### src/rtl/cache_controller.sv
// Direct-mapped, write-through, no-write-allocate cache controller with zero-wait read hits.
// Optional hit/miss statistics counters are built when CACHE_STATS_EN is defined.
module cache_controller #(
  parameter int INDEX_BITS = 4,
  parameter int TIMEOUT    = 255
) (
  input  logic        clk,
  input  logic        rst,
  input  logic [11:0] cpu_addr,
  input  logic [31:0] cpu_wdata,
  input  logic        cpu_r_en,
  input  logic        cpu_w_en,
  output logic [31:0] cpu_rdata,
  output logic        stall,
  output logic [11:0] mem_addr,
  output logic [31:0] mem_wdata,
  output logic        mem_r_en,
  output logic        mem_w_en,
  input  logic [31:0] mem_rdata,
  input  logic        mem_ready,
  output logic [15:0] hit_count,
  output logic [15:0] miss_count
);

  localparam int LINES = 1 << INDEX_BITS;
  localparam int TAG_W = 12 - INDEX_BITS;
  localparam int CNT_W = $clog2(TIMEOUT + 1);

  typedef enum logic [1:0] {IDLE, RD_MISS, WR_MEM, DONE} state_t;

  state_t state, state_nxt;

  logic [LINES-1:0] valid;
  logic [TAG_W-1:0] tag_mem  [LINES];
  logic [31:0]      data_mem [LINES];
  logic [CNT_W-1:0] wait_cnt;
  logic [31:0]      rdata_q;

  logic [INDEX_BITS-1:0] idx;
  logic [TAG_W-1:0]      tag;
  logic                  hit;
  logic                  waiting;
  logic                  timed_out;

  assign idx       = cpu_addr[INDEX_BITS-1:0];
  assign tag       = cpu_addr[11:INDEX_BITS];
  assign hit       = valid[idx] && (tag_mem[idx] == tag);
  assign waiting   = (state == RD_MISS) || (state == WR_MEM);
  assign timed_out = (wait_cnt == CNT_W'(TIMEOUT - 1));

  // The CPU holds address/data stable while stalled, so memory sees them directly.
  assign mem_addr  = cpu_addr;
  assign mem_wdata = cpu_wdata;

  always_ff @(posedge clk) begin
    if (rst) state <= IDLE;
    else     state <= state_nxt;
  end

  always_ff @(posedge clk) begin
    if (rst || !waiting || (state_nxt != state)) wait_cnt <= '0;
    else                                         wait_cnt <= wait_cnt + 1'b1;
  end

  // A timed-out read completes with zero rather than stale data.
  always_ff @(posedge clk) begin
    if (rst) begin
      rdata_q <= '0;
    end else if (state == RD_MISS) begin
      if (mem_ready)      rdata_q <= mem_rdata;
      else if (timed_out) rdata_q <= '0;
    end
  end

  always_ff @(posedge clk) begin
    if (rst)                                valid      <= '0;
    else if (state == RD_MISS && mem_ready) valid[idx] <= 1'b1;
  end

  always_ff @(posedge clk) begin
    if (!rst && mem_ready) begin
      if (state == RD_MISS) begin
        tag_mem[idx]  <= tag;
        data_mem[idx] <= mem_rdata;
      end else if (state == WR_MEM && hit) begin
        data_mem[idx] <= cpu_wdata;
      end
    end
  end

  always_comb begin
    state_nxt = state;
    stall     = 1'b0;
    mem_r_en  = 1'b0;
    mem_w_en  = 1'b0;
    cpu_rdata = rdata_q;
    case (state)
      IDLE: begin
        if (cpu_w_en) begin
          stall     = 1'b1;
          state_nxt = WR_MEM;
        end else if (cpu_r_en) begin
          if (hit) begin
            cpu_rdata = data_mem[idx];
          end else begin
            stall     = 1'b1;
            state_nxt = RD_MISS;
          end
        end
      end
      RD_MISS: begin
        stall    = 1'b1;
        mem_r_en = 1'b1;
        if (mem_ready || timed_out) state_nxt = DONE;
      end
      WR_MEM: begin
        stall    = 1'b1;
        mem_w_en = 1'b1;
        if (mem_ready || timed_out) state_nxt = DONE;
      end
      DONE:    state_nxt = IDLE;
      default: state_nxt = IDLE;
    endcase
  end

`ifdef CACHE_STATS_EN
  always_ff @(posedge clk) begin
    if (rst) begin
      hit_count  <= '0;
      miss_count <= '0;
    end else if (state == IDLE) begin
      if (cpu_r_en && !cpu_w_en && hit && hit_count != 16'hFFFF)
        hit_count <= hit_count + 16'd1;
      if (state_nxt == RD_MISS && miss_count != 16'hFFFF)
        miss_count <= miss_count + 16'd1;
    end
  end
`else
  assign hit_count  = 16'h0;
  assign miss_count = 16'h0;
`endif

endmodule

### config.mk
export PLATFORM = sky130hd
export DESIGN_NAME = cache_controller
export DESIGN_NICKNAME = d
export VERILOG_FILES = /design/src/rtl/cache_controller.sv
export SDC_FILE = /design/constraint.sdc
export NUM_CORES = 1
export LEC_CHECK = 0
export CELL_PAD_IN_SITES_DETAIL_PLACEMENT = 0
export CELL_PAD_IN_SITES_GLOBAL_PLACEMENT = 1
export CORE_UTILIZATION = 50
export DETAILED_ROUTE_END_ITERATION = 12
export GPL_TIMING_DRIVEN = 1
export PLACE_DENSITY = 0.77
export SLEW_MARGIN = 15
export SYNTH_ARGS = -nofsm -noshare
export SYNTH_HDL_FRONTEND = slang
export SYNTH_SLANG_ARGS = --single-unit
### constraint.sdc
create_clock -name clk -period 21.9 [get_ports clk]
set_input_delay 4.38 -clock clk [delete_from_list [all_inputs] [get_ports clk]]
set_output_delay 4.38 -clock clk [all_outputs]
set_load 0.05 [all_outputs]
==> impl_metrics.json, run 1 <==
{
  "run_status": "completed",
  "timing.final.crit_share_pct": 65.5,
  "antenna_cells_inserted": 0,
  "synth.top_cell.area_share_pct": 68.6,
  "setup_viol": 0,
  "dp.cells": 2174,
  "timing.setup.tns_ns": 0,
  "max_slew.worst_pin.slew_ns": 1.16,
  "post_dp_cell_area_um2": 30100,
  "drv_slew": 0,
  "drt-wirelength-per-cell_um": 26.3,
  "groute.usage.overall_pct": 22.0,
  "count_leader_synth": "sky130_fd_sc_hd__edfxtp_1",
  "finalCoreUtilization_pct": 58.8,
  "netlist_area_um2": 28000,
  "grt_max_degree": 72,
  "ys.flop_type": "sky130_fd_sc_hd__edfxtp_1",
  "gr-total-overflow": 0,
  "portBuffers": 159,
  "worstSetupStartpoint": "cpu_addr[1]",
  "first_iter_violations": 1319,
  "leakage_power_nw": 10.3,
  "finalWirelength_um": 60600,
  "hold_path_startpoint": "rdata_q[25]",
  "path_common_cell": "sky130_fd_sc_hd__buf_4",
  "post_drt_via_cell_ratio": 5.86,
  "hpwl_um": 31700,
  "power_density_nw_per_um2": 87.0,
  "cp_cell_sequence": "buf_6, buf_4, buf_4, mux4_2, mux2i_1, xor2_1, a32oi_1, nor3_4, buf_4, mux2_2, clkdlybuf4s50_1",
  "floorplan.die_area_um2": 56900,
  "maxSlewHeadroom_pct": 22.8,
  "postSynth.asyncResetShare_pct": 0,
  "cts_tree": "built",
  "worst_path_arrival_ns": 9.96,
  "cpPeakStageDelay_ns": 0.90,
  "avgSynthCellArea_um2": 20.6,
  "area_growth_syn_to_layout_pct": 15.8,
  "cts_inserted_buffers": 72,
  "cts_repair_resized_insts": 0,
  "synth_area_leader_cell": "sky130_fd_sc_hd__edfxtp_1",
  "die_x_um": 239,
  "final.setup_skew_ns": 0.0281,
  "boundaryPins": 192,
  "cp.required_ns": 17.52,
  "finish.cell_count_without_fillers": 2306,
  "critical_path_class": "input port to output port",
  "synth.yosys.seq_area_share_pct": 72.8,
  "slowest_stage": "sky130_fd_sc_hd__buf_4",
  "synth_top_cells_by_count": "640 x sky130_fd_sc_hd__edfxtp_1, 186 x sky130_fd_sc_hd__mux4_2, 79 x sky130_fd_sc_hd__buf_4, 65 x sky130_fd_sc_hd__mux2_2, 58 x sky130_fd_sc_hd__dfxtp_1",
  "cts_hold_buffers": 0,
  "grt_antenna_before_repair": 3,
  "clk_transition_reported_paths_ns": 0.06,
  "synth_enable_flop_cells": 640,
  "clock_path_buffers": 3,
  "unrepaired_setup_endpoints_after_global_routing": "false",
  "clockRootBuffer": "sky130_fd_sc_hd__clkbuf_16",
  "fp.coreArea_um2": 55200,
  "synth-seq-cells": 698,
  "grt_first_pass_wirelength_um": 90600,
  "min_path_type": "register to register",
  "route.vias.total": 13500,
  "power.ir.vdd_worst_mv": 0.0616,
  "insertion_delay_ns": 0.62,
  "setup.worst_path.end_class": "output port",
  "finalCriticalPeriod_ns": 14.34,
  "synthCells": 1356,
  "yosys_warnings": 0,
  "clkSinkCount": 698,
  "timing.critical_path.from_type": "input port",
  "drc_errors": 0,
  "netlist-cell-type-count": 53,
  "dieHeight_um": 239,
  "synth_top_cells_by_area": "sky130_fd_sc_hd__edfxtp_1 69%, sky130_fd_sc_hd__mux4_2 15%, sky130_fd_sc_hd__dfxtp_1 4.1%",
  "max_capacitance_violation_count": 0,
  "grt_pass1_vias": 14000,
  "final-hold-violation-count": 0,
  "htree_levels": 3,
  "worstReg2RegStart": "tag_mem[10][3]",
  "final_nets": 1588,
  "gp_congestion": 0.768,
  "achievable-frequency_mhz": 69.7,
  "postLayoutCellArea_um2": 32400,
  "drive_above_1_share_pct": 26.7,
  "detailedRoute.firstPassIterationCount": 5,
  "power.total_mw": 2.82,
  "start_util_pct": 50.7,
  "critical_path.max_fanout": 71,
  "num_rows": 86,
  "antenna_left": 0,
  "postCtsSetupRepairBufs": 0
}
==> metrics by stage <==
stage | hold slack [ns] | setup WS (ns)
after floorplan | 0.439 | 10.15
after global placement | 0.452 | 7.54
after detailed placement | 0.450 | 7.49
after CTS | 0.472 | 7.47
after global routing | 0.487 | 7.19
final | 0.471 | 7.56
==> power breakdown <==
| group | internal (mW) | total (mW) | switching, mW |
|---|---|---|---|
| Combinational | 0.0748 | 0.190 | 0.115 |
| Clock | 0.673 | 1.17 | 0.498 |
| Sequential | 1.46 | 1.46 | 0.00271 |
| Total | 2.21 | 2.82 | 0.616 |
==> sequential cells by signal, indices dropped and copies added, names as in the netlist <==
register / cells
data_mem: 512
rdata_q: 32
state: 2
tag_mem: 128
valid: 16
wait_cnt: 8
==> routing by layer <==
layer | global-route usage (%) | vias to the layer above | share of wire (%)
li1 | - | 5775 | -
met1 | 31.0 | 7113 | 41
met2 | 35.1 | 525 | 49
met3 | 3.78 | 103 | 7.1
met4 | 7.46 | 2 | 2.4
met5 | 0 | - | 0.021
==> worst paths after layout <==
kind,depth (start not counted),end,slack [ns]
worst max-delay path,11,cpu_rdata[14],7.56
worst min-delay path,1,rdata_q[25],0.47
worst max register to register,9,data_mem[1][12],17.63
worst min register to register,1,rdata_q[25],0.47
==> layout by cell type, fill, tap and decap left out, drive strengths merged, types with 2 or more instances in the layout <==
master         count
o22ai             20
mux2              73
o21ai              2
and3               3
xor2              14
a21oi             17
mux4             186
clkinvlp           3
nor4               2
nor2              31
and2               2
clkbuf           106
clkdlybuf4s50    155
or3                2
nand2b             4
nor3               2
buf               31
edfxtp           640
a22o              32
xnor2              6
nor2b              6
a211oi             4
inv               22
conb              32
dfxtp             58
a221oi             4
clkinv            20
o211ai             2
a22oi              2
a2111oi            4
nand3              8
ha                 7
nand2             20
mux2i             23
==> kinds of logic after synthesis <==
kind of cell | share of synthesized area (%)
flops | 72.8
buf+inv | 3.43
other cells | 0.0134
simple gates | 1.49
fa+ha+maj | 0.313
compound gates | 2.51
mux | 18.8
xor+xnor | 0.626
==> area by class of cell <==
class	instances	area, um^2
clock inverter	26	215
sequential	698	20400
clock buffer	106	2070
timing repair buffer	186	1800
fill	3921	22800
tap	748	936
inverter	20	75.1
multi-input combinational	522	6960
==> worst max-delay path: cells and delay by family <==
kind / cells / cell delay, ns
AOI/OAI and AO/OA: 1 / 0.23
xor gates and xnor gates: 1 / 0.18
buffers and inverters: 5 / 3.39
muxes: 3 / 1.23
and+or+nand+nor: 1 / 0.43
Note: power is estimated with default switching activity, not from simulation.
==> inputs of run 2 (changes only) <==
clock period = 14.4 ns   (was 21.9 ns; I/O delays follow)
==> run 2 against run 1 <==
  * Global-route usage shrank 0.37 points
  * Sequential cell count is the same
  * Design area hardly changed
  * Utilization about the same
  * Combinational power is 52% higher
  * Register-to-register slack got worse by 7.3 ns
  * First-iteration DRC count is 3.0% higher
==> impl_metrics.json, run 2 (synthesized netlist as in run 1, its figures left out) <==
{
  "grt_antenna_before_repair": 0,
  "gp_congestion": 0.771,
  "drv_slew": 0,
  "route.vias.total": 13500,
  "power.ir.vdd_worst_mv": 0.109,
  "groute.layer.met2.usage_pct": 34.5,
  "grt_pass1_vias": 13900,
  "grt_first_pass_wirelength_um": 89200,
  "largest_register": "data_mem",
  "unrepaired_setup_endpoints_after_global_routing": "false",
  "run_status": "completed",
  "postCtsSetupRepairBufs": 0,
  "drt-wirelength-per-cell_um": 26.0,
  "power_density_nw_per_um2": 133,
  "antenna_left": 0,
  "min_path_type": "register to register",
  "floorplan.die_area_um2": 56900,
  "final.setup_skew_ns": 0.0281,
  "max_capacitance_violation_count": 0,
  "setup.worst_path.end_class": "output port",
  "die_x_um": 239,
  "cts_inserted_buffers": 72,
  "combinationalPowerShare_pct": 6.7,
  "drc_errors": 0,
  "timing.setup.tns_ns": 0,
  "internal_power_mw": 3.40,
  "clock_path_buffers": 3,
  "max_slew.worst_pin.slew_ns": 1.18,
  "insertion_delay_ns": 0.60,
  "cp.required_ns": 11.52,
  "clockRootBuffer": "sky130_fd_sc_hd__clkbuf_16",
  "power.share.switching_pct": 21.3,
  "groute.usage.overall_pct": 21.6,
  "post_drt_via_cell_ratio": 5.86,
  "finish.cell_count_without_fillers": 2305,
  "cts_hold_buffers": 0,
  "timing.critical_path.from_type": "input port",
  "dp.cells": 2174,
  "achievable-frequency_mhz": 94.0,
  "part_of_the_total_power_dissipated_in_the_clock_network_pct": 42.0,
  "setup_viol": 0,
  "critical_path.max_fanout": 60,
  "maxSlewHeadroom_pct": 21.3,
  "commonest_non_fill_non_tap_cell_in_the_layout": "sky130_fd_sc_hd__edfxtp_1",
  "finalWirelength_um": 59900,
  "top_usage_layer": "met2",
  "final-hold-violation-count": 0,
  "largest_reg_flops": 512,
  "hpwl_um": 31700,
  "area_growth_syn_to_layout_pct": 15.9,
  "timing.hold.worst_path_depth": 1,
  "num_rows": 86,
  "grt.met3_usage_pct": 3.09,
  "portBuffers": 159,
  "share_seq_of_total_power_pct": 51.4,
  "dieHeight_um": 239,
  "critical_path_class": "input port to output port",
  "fp.coreArea_um2": 55200,
  "cts_repair_resized_insts": 0,
  "clkSinkCount": 698,
  "gr-total-overflow": 0,
  "first_iter_violations": 1359,
  "detailedRoute.firstPassIterationCount": 5,
  "r2r.worst_path.cells": 8,
  "final_nets": 1588,
  "start_util_pct": 50.7,
  "cts_tree": "built",
  "leakage_power_nw": 10.4,
  "biggestRegsByFlops": "data_mem x512, tag_mem x128, rdata_q x32",
  "drive_above_1_share_pct": 26.5,
  "worst_path_arrival_ns": 7.76,
  "grt_max_degree": 67,
  "timing.final.crit_share_pct": 73.9,
  "htree_levels": 3,
  "most-common-layout-cells": "640 x sky130_fd_sc_hd__edfxtp_1, 186 x sky130_fd_sc_hd__mux4_2, 155 x sky130_fd_sc_hd__clkdlybuf4s50_1, 75 x sky130_fd_sc_hd__clkbuf_16, 65 x sky130_fd_sc_hd__mux2_2",
  "boundaryPins": 192,
  "groute.layer.met1.usage_pct": 31.2,
  "antenna_cells_inserted": 0,
  "clk_transition_reported_paths_ns": 0.06,
  "finalCriticalPeriod_ns": 10.64,
  "power.net_switching_mw": 0.923
}
run 2: per-layer routing:
metal / vias to the layer above / wire [um]
met5: - / 0
met4: 0 / 976
met3: 67 / 4220
met2: 555 / 29400
met1: 7124 / 25200
li1: 5765 / -
run 2: final timing paths:
check / start / end / slack (ns)
min reg2reg: rdata_q[1] / rdata_q[1] / 0.47
max: cpu_addr[1] / cpu_rdata[10] / 3.76
max reg2reg: tag_mem[14][7] / data_mem[2][25] / 10.29
min: rdata_q[1] / rdata_q[1] / 0.47
run 2: power groups by stage:
stage	logic, mW	clock network (mW)	registers, mW
final	0.288	1.81	2.22
after global routing	0.306	1.92	2.22
after CTS	0.291	1.84	2.22
after detailed placement	0.290	0	2.26
after global placement	0.287	0	2.26
after floorplan	0.208	0	2.26
run 2: worst max-delay path: stages:
cell,delay [ns]
sky130_fd_sc_hd__buf_6,0.42
sky130_fd_sc_hd__buf_4,0.75
sky130_fd_sc_hd__nand2b_1,0.53
sky130_fd_sc_hd__o22ai_1,0.17
sky130_fd_sc_hd__a221oi_1,0.29
sky130_fd_sc_hd__xor2_1,0.10
sky130_fd_sc_hd__nor4_1,0.29
sky130_fd_sc_hd__o21ai_1,0.20
sky130_fd_sc_hd__nor3_4,0.33
sky130_fd_sc_hd__buf_4,0.56
sky130_fd_sc_hd__mux2_2,0.41
sky130_fd_sc_hd__clkdlybuf4s50_1,0.71
run 2: final cells by class:
type	instances	area, um^2
Clock buffer	102	2020
Clock inverter	29	283
Fill cell	3915	22800
Inverter	20	75.1
Multi-Input combinational cell	522	6960
Sequential cell	698	20400
Tap cell	748	936
Timing Repair Buffer	186	1800
run 2: stage by stage:
stage | hold WS (ns) | instance area [um^2] | power (mW) | setup WS (ns) | util, %
final | 0.470 | 32400 | 4.32 | 3.76 | 58.8
after detailed placement | 0.450 | 30100 | 2.55 | 3.70 | 54.6
after floorplan | 0.439 | 28100 | 2.47 | 5.26 | -
after CTS | 0.471 | 32400 | 4.36 | 3.71 | 58.8
after global placement | 0.451 | 30100 | 2.55 | 3.79 | 54.6
after global routing | 0.482 | 32400 | 4.45 | 3.38 | 58.8
==> inputs of run 3 (changes only) <==
CORE_UTILIZATION = 47   (was 50)
PLACE_DENSITY = 0.76   (was 0.77)
clock period = 8.8 ns   (was 14.4 ns; I/O delays follow)
==> run 3 against run 2 <==
  * Worst setup slack got worse by 2.8 ns
  * Power increased by 64%
  * Routed wire length is 0.12% lower
  * Final cell count grew 1.2%
  * Utilization fell by 3.5 points
  * Count of clock-buffer cells in the layout decreased by 8
  * First-iteration DRC count fell by 12%
  * Sequential cell count unchanged
  * Critical endpoint is now cpu_rdata[13]
  * Clock skew increased by 0.00069 ns
  * Non-clock buffer count up 7
  * Register-to-register slack got worse by 6.1 ns
==> impl_metrics.json, run 3 (synthesized netlist as in run 1, its figures left out) <==
{
  "critPathCapture": "cpu_rdata[13]",
  "cpPeakStageDelay_ns": 0.71,
  "insertion_delay_ns": 0.61,
  "biggestRegsByFlops": "data_mem x512, tag_mem x128, rdata_q x32",
  "cp.required_ns": 7.04,
  "largest_reg_flops": 512,
  "r2r.worst_path.cells": 9,
  "cp_cell_sequence": "buf_6, nand2b_1, o22ai_1, a221oi_1, xor2_1, nor4_1, o21ai_1, nor3_4, buf_4, mux2_2, clkdlybuf4s50_1",
  "max_slew.worst_pin.slew_ns": 1.15,
  "grt_antenna_before_repair": 1,
  "first_iter_violations": 1201,
  "drv_slew": 0,
  "power_density_nw_per_um2": 218,
  "start_util_pct": 47.5,
  "antenna_cells_inserted": 0,
  "grt_first_pass_wirelength_um": 89400,
  "gr-total-overflow": 0,
  "antenna_left": 0,
  "gp_congestion": 0.756,
  "r2r-end": "data_mem[9][0]",
  "finalHoldWorstSlack_ns": 0.470,
  "clk_transition_reported_paths_ns": 0.06,
  "maxSlewHeadroom_pct": 23.4,
  "clockRootBuffer": "sky130_fd_sc_hd__clkbuf_16",
  "drive_above_1_share_pct": 27.2,
  "route.vias.total": 13400,
  "timing.final.ws_setup_ns": 0.942,
  "largest_register": "data_mem",
  "fp.coreArea_um2": 58900,
  "commonest_non_fill_non_tap_cell_in_the_layout": "sky130_fd_sc_hd__edfxtp_1",
  "preCtsSetupSlack_ns": 0.894,
  "clkSinkCount": 698,
  "finalWirelength_um": 59800,
  "htree_levels": 3,
  "timing.critical_path.from_type": "input port",
  "clock_path_buffers": 3,
  "worst_path_arrival_ns": 6.10,
  "power.total_mw": 7.09,
  "boundaryPins": 192,
  "cts_hold_buffers": 0,
  "final.setup_skew_ns": 0.0288,
  "drt-wirelength-per-cell_um": 25.6,
  "detailedRoute.firstPassIterationCount": 5,
  "setup_viol": 0,
  "run_status": "completed",
  "num_rows": 89,
  "leakage_power_nw": 10.4,
  "cts_inserted_buffers": 70,
  "worstSetupStartpoint": "cpu_addr[1]",
  "cts_tree": "built",
  "post_drt_via_cell_ratio": 5.75,
  "drc_errors": 0,
  "most-common-layout-cells": "640 x sky130_fd_sc_hd__edfxtp_1, 186 x sky130_fd_sc_hd__mux4_2, 155 x sky130_fd_sc_hd__clkdlybuf4s50_1, 74 x sky130_fd_sc_hd__clkbuf_16, 65 x sky130_fd_sc_hd__mux2_2",
  "critical_path.max_fanout": 75,
  "max_capacitance_violation_count": 0,
  "portBuffers": 159,
  "grt_pass1_vias": 14000,
  "dieHeight_um": 246,
  "power.ir.vdd_worst_mv": 0.120,
  "critical_path_class": "input port to output port",
  "achievable-frequency_mhz": 127,
  "hpwl_um": 32700,
  "timing.setup.tns_ns": 0,
  "timing.reg2reg.setup_slack_ns": 4.22,
  "area_growth_syn_to_layout_pct": 16.3,
  "die_x_um": 246,
  "slowest_stage": "sky130_fd_sc_hd__clkdlybuf4s50_1",
  "finalCriticalPeriod_ns": 7.86,
  "timing.final.crit_share_pct": 89.3,
  "setup.worst_path.end_class": "output port",
  "postCtsSetupRepairBufs": 0,
  "groute.usage.overall_pct": 20.2,
  "worstReg2RegStart": "tag_mem[11][5]",
  "grt_max_degree": 76,
  "fillerInstances": 4329,
  "final-hold-violation-count": 0,
  "floorplan.die_area_um2": 60500,
  "final_nets": 1593,
  "unrepaired_setup_endpoints_after_global_routing": "false",
  "min_path_type": "register to register",
  "cts_repair_resized_insts": 0
}
[run 3: cell count changes in the layout (fill, tap and decap cells not counted), moves of 2 or more]
cell and change:
sky130_fd_sc_hd__buf_4 +6, sky130_fd_sc_hd__clkbuf_1 -9, sky130_fd_sc_hd__clkbuf_8 +2, sky130_fd_sc_hd__clkinv_2 +4, sky130_fd_sc_hd__clkinvlp_4 +2, sky130_fd_sc_hd__inv_6 -3
[run 3: layout make-up]
| class | instances | area [um^2] | area share, % |
|---|---|---|---|
| clock inverter | 33 | 345 | 1.06 |
| sequential | 698 | 20400 | 62.6 |
| multi-input combinational | 522 | 6950 | 21.4 |
| inverter | 20 | 75.1 | 0.231 |
| timing repair buffer | 193 | 1850 | 5.69 |
| tap | 773 | 967 | 2.97 |
| clock buffer | 94 | 1990 | 6.10 |
[run 3: how the worst min path moves through the flow]
stage,from,end,slack [ns],cells after the start
CTS,valid[11],valid[11],0.47,2
global route,rdata_q[0],rdata_q[0],0.48,1
detailed placement,rdata_q[13],rdata_q[13],0.45,1
global placement,rdata_q[28],rdata_q[28],0.45,1
floorplan,rdata_q[0],rdata_q[0],0.44,1
finish,rdata_q[17],rdata_q[17],0.47,1
[run 3: routing by layer]
| metal | vias to the layer above | GRT usage (%) | wire [um] |
|---|---|---|---|
| li1 | 5762 | - | - |
| met1 | 7079 | 28.2 | 25200 |
| met2 | 488 | 33.2 | 29600 |
| met3 | 76 | 3.33 | 3980 |
| met4 | 0 | 5.37 | 992 |
| met5 | - | 0 | 0 |
[run 3: per-stage QoR]
| step | cells | utilization [%] | instance area (um^2) |
|---|---|---|---|
| floorplan | 1387 | - | 28100 |
| global placement | 2205 | 51.3 | 30200 |
| detailed placement | 2206 | 51.3 | 30200 |
| CTS | 2333 | 55.3 | 32600 |
| global route | 2333 | 55.3 | 32600 |
| finish | 2333 | 55.3 | 32600 |
[run 3: report_power, final]
part           total (mW)  switching (mW)  leakage, nW  internal [mW]
Clock                2.98            1.21         1.14           1.77
Sequential           3.63         0.00683         6.22           3.63
Combinational       0.472           0.285         3.06          0.186
Total                7.09            1.50         10.4           5.58
[run 3: worst max-delay path, delay by kind of cell]
kind | cells | cell delay (ns)
AO/OA/AOI/OAI | 3 | 0.80
AND/OR/NAND/NOR | 3 | 1.28
buffers and inverters | 3 | 1.66
XOR/XNOR | 1 | 0.12
multiplexers | 1 | 0.39
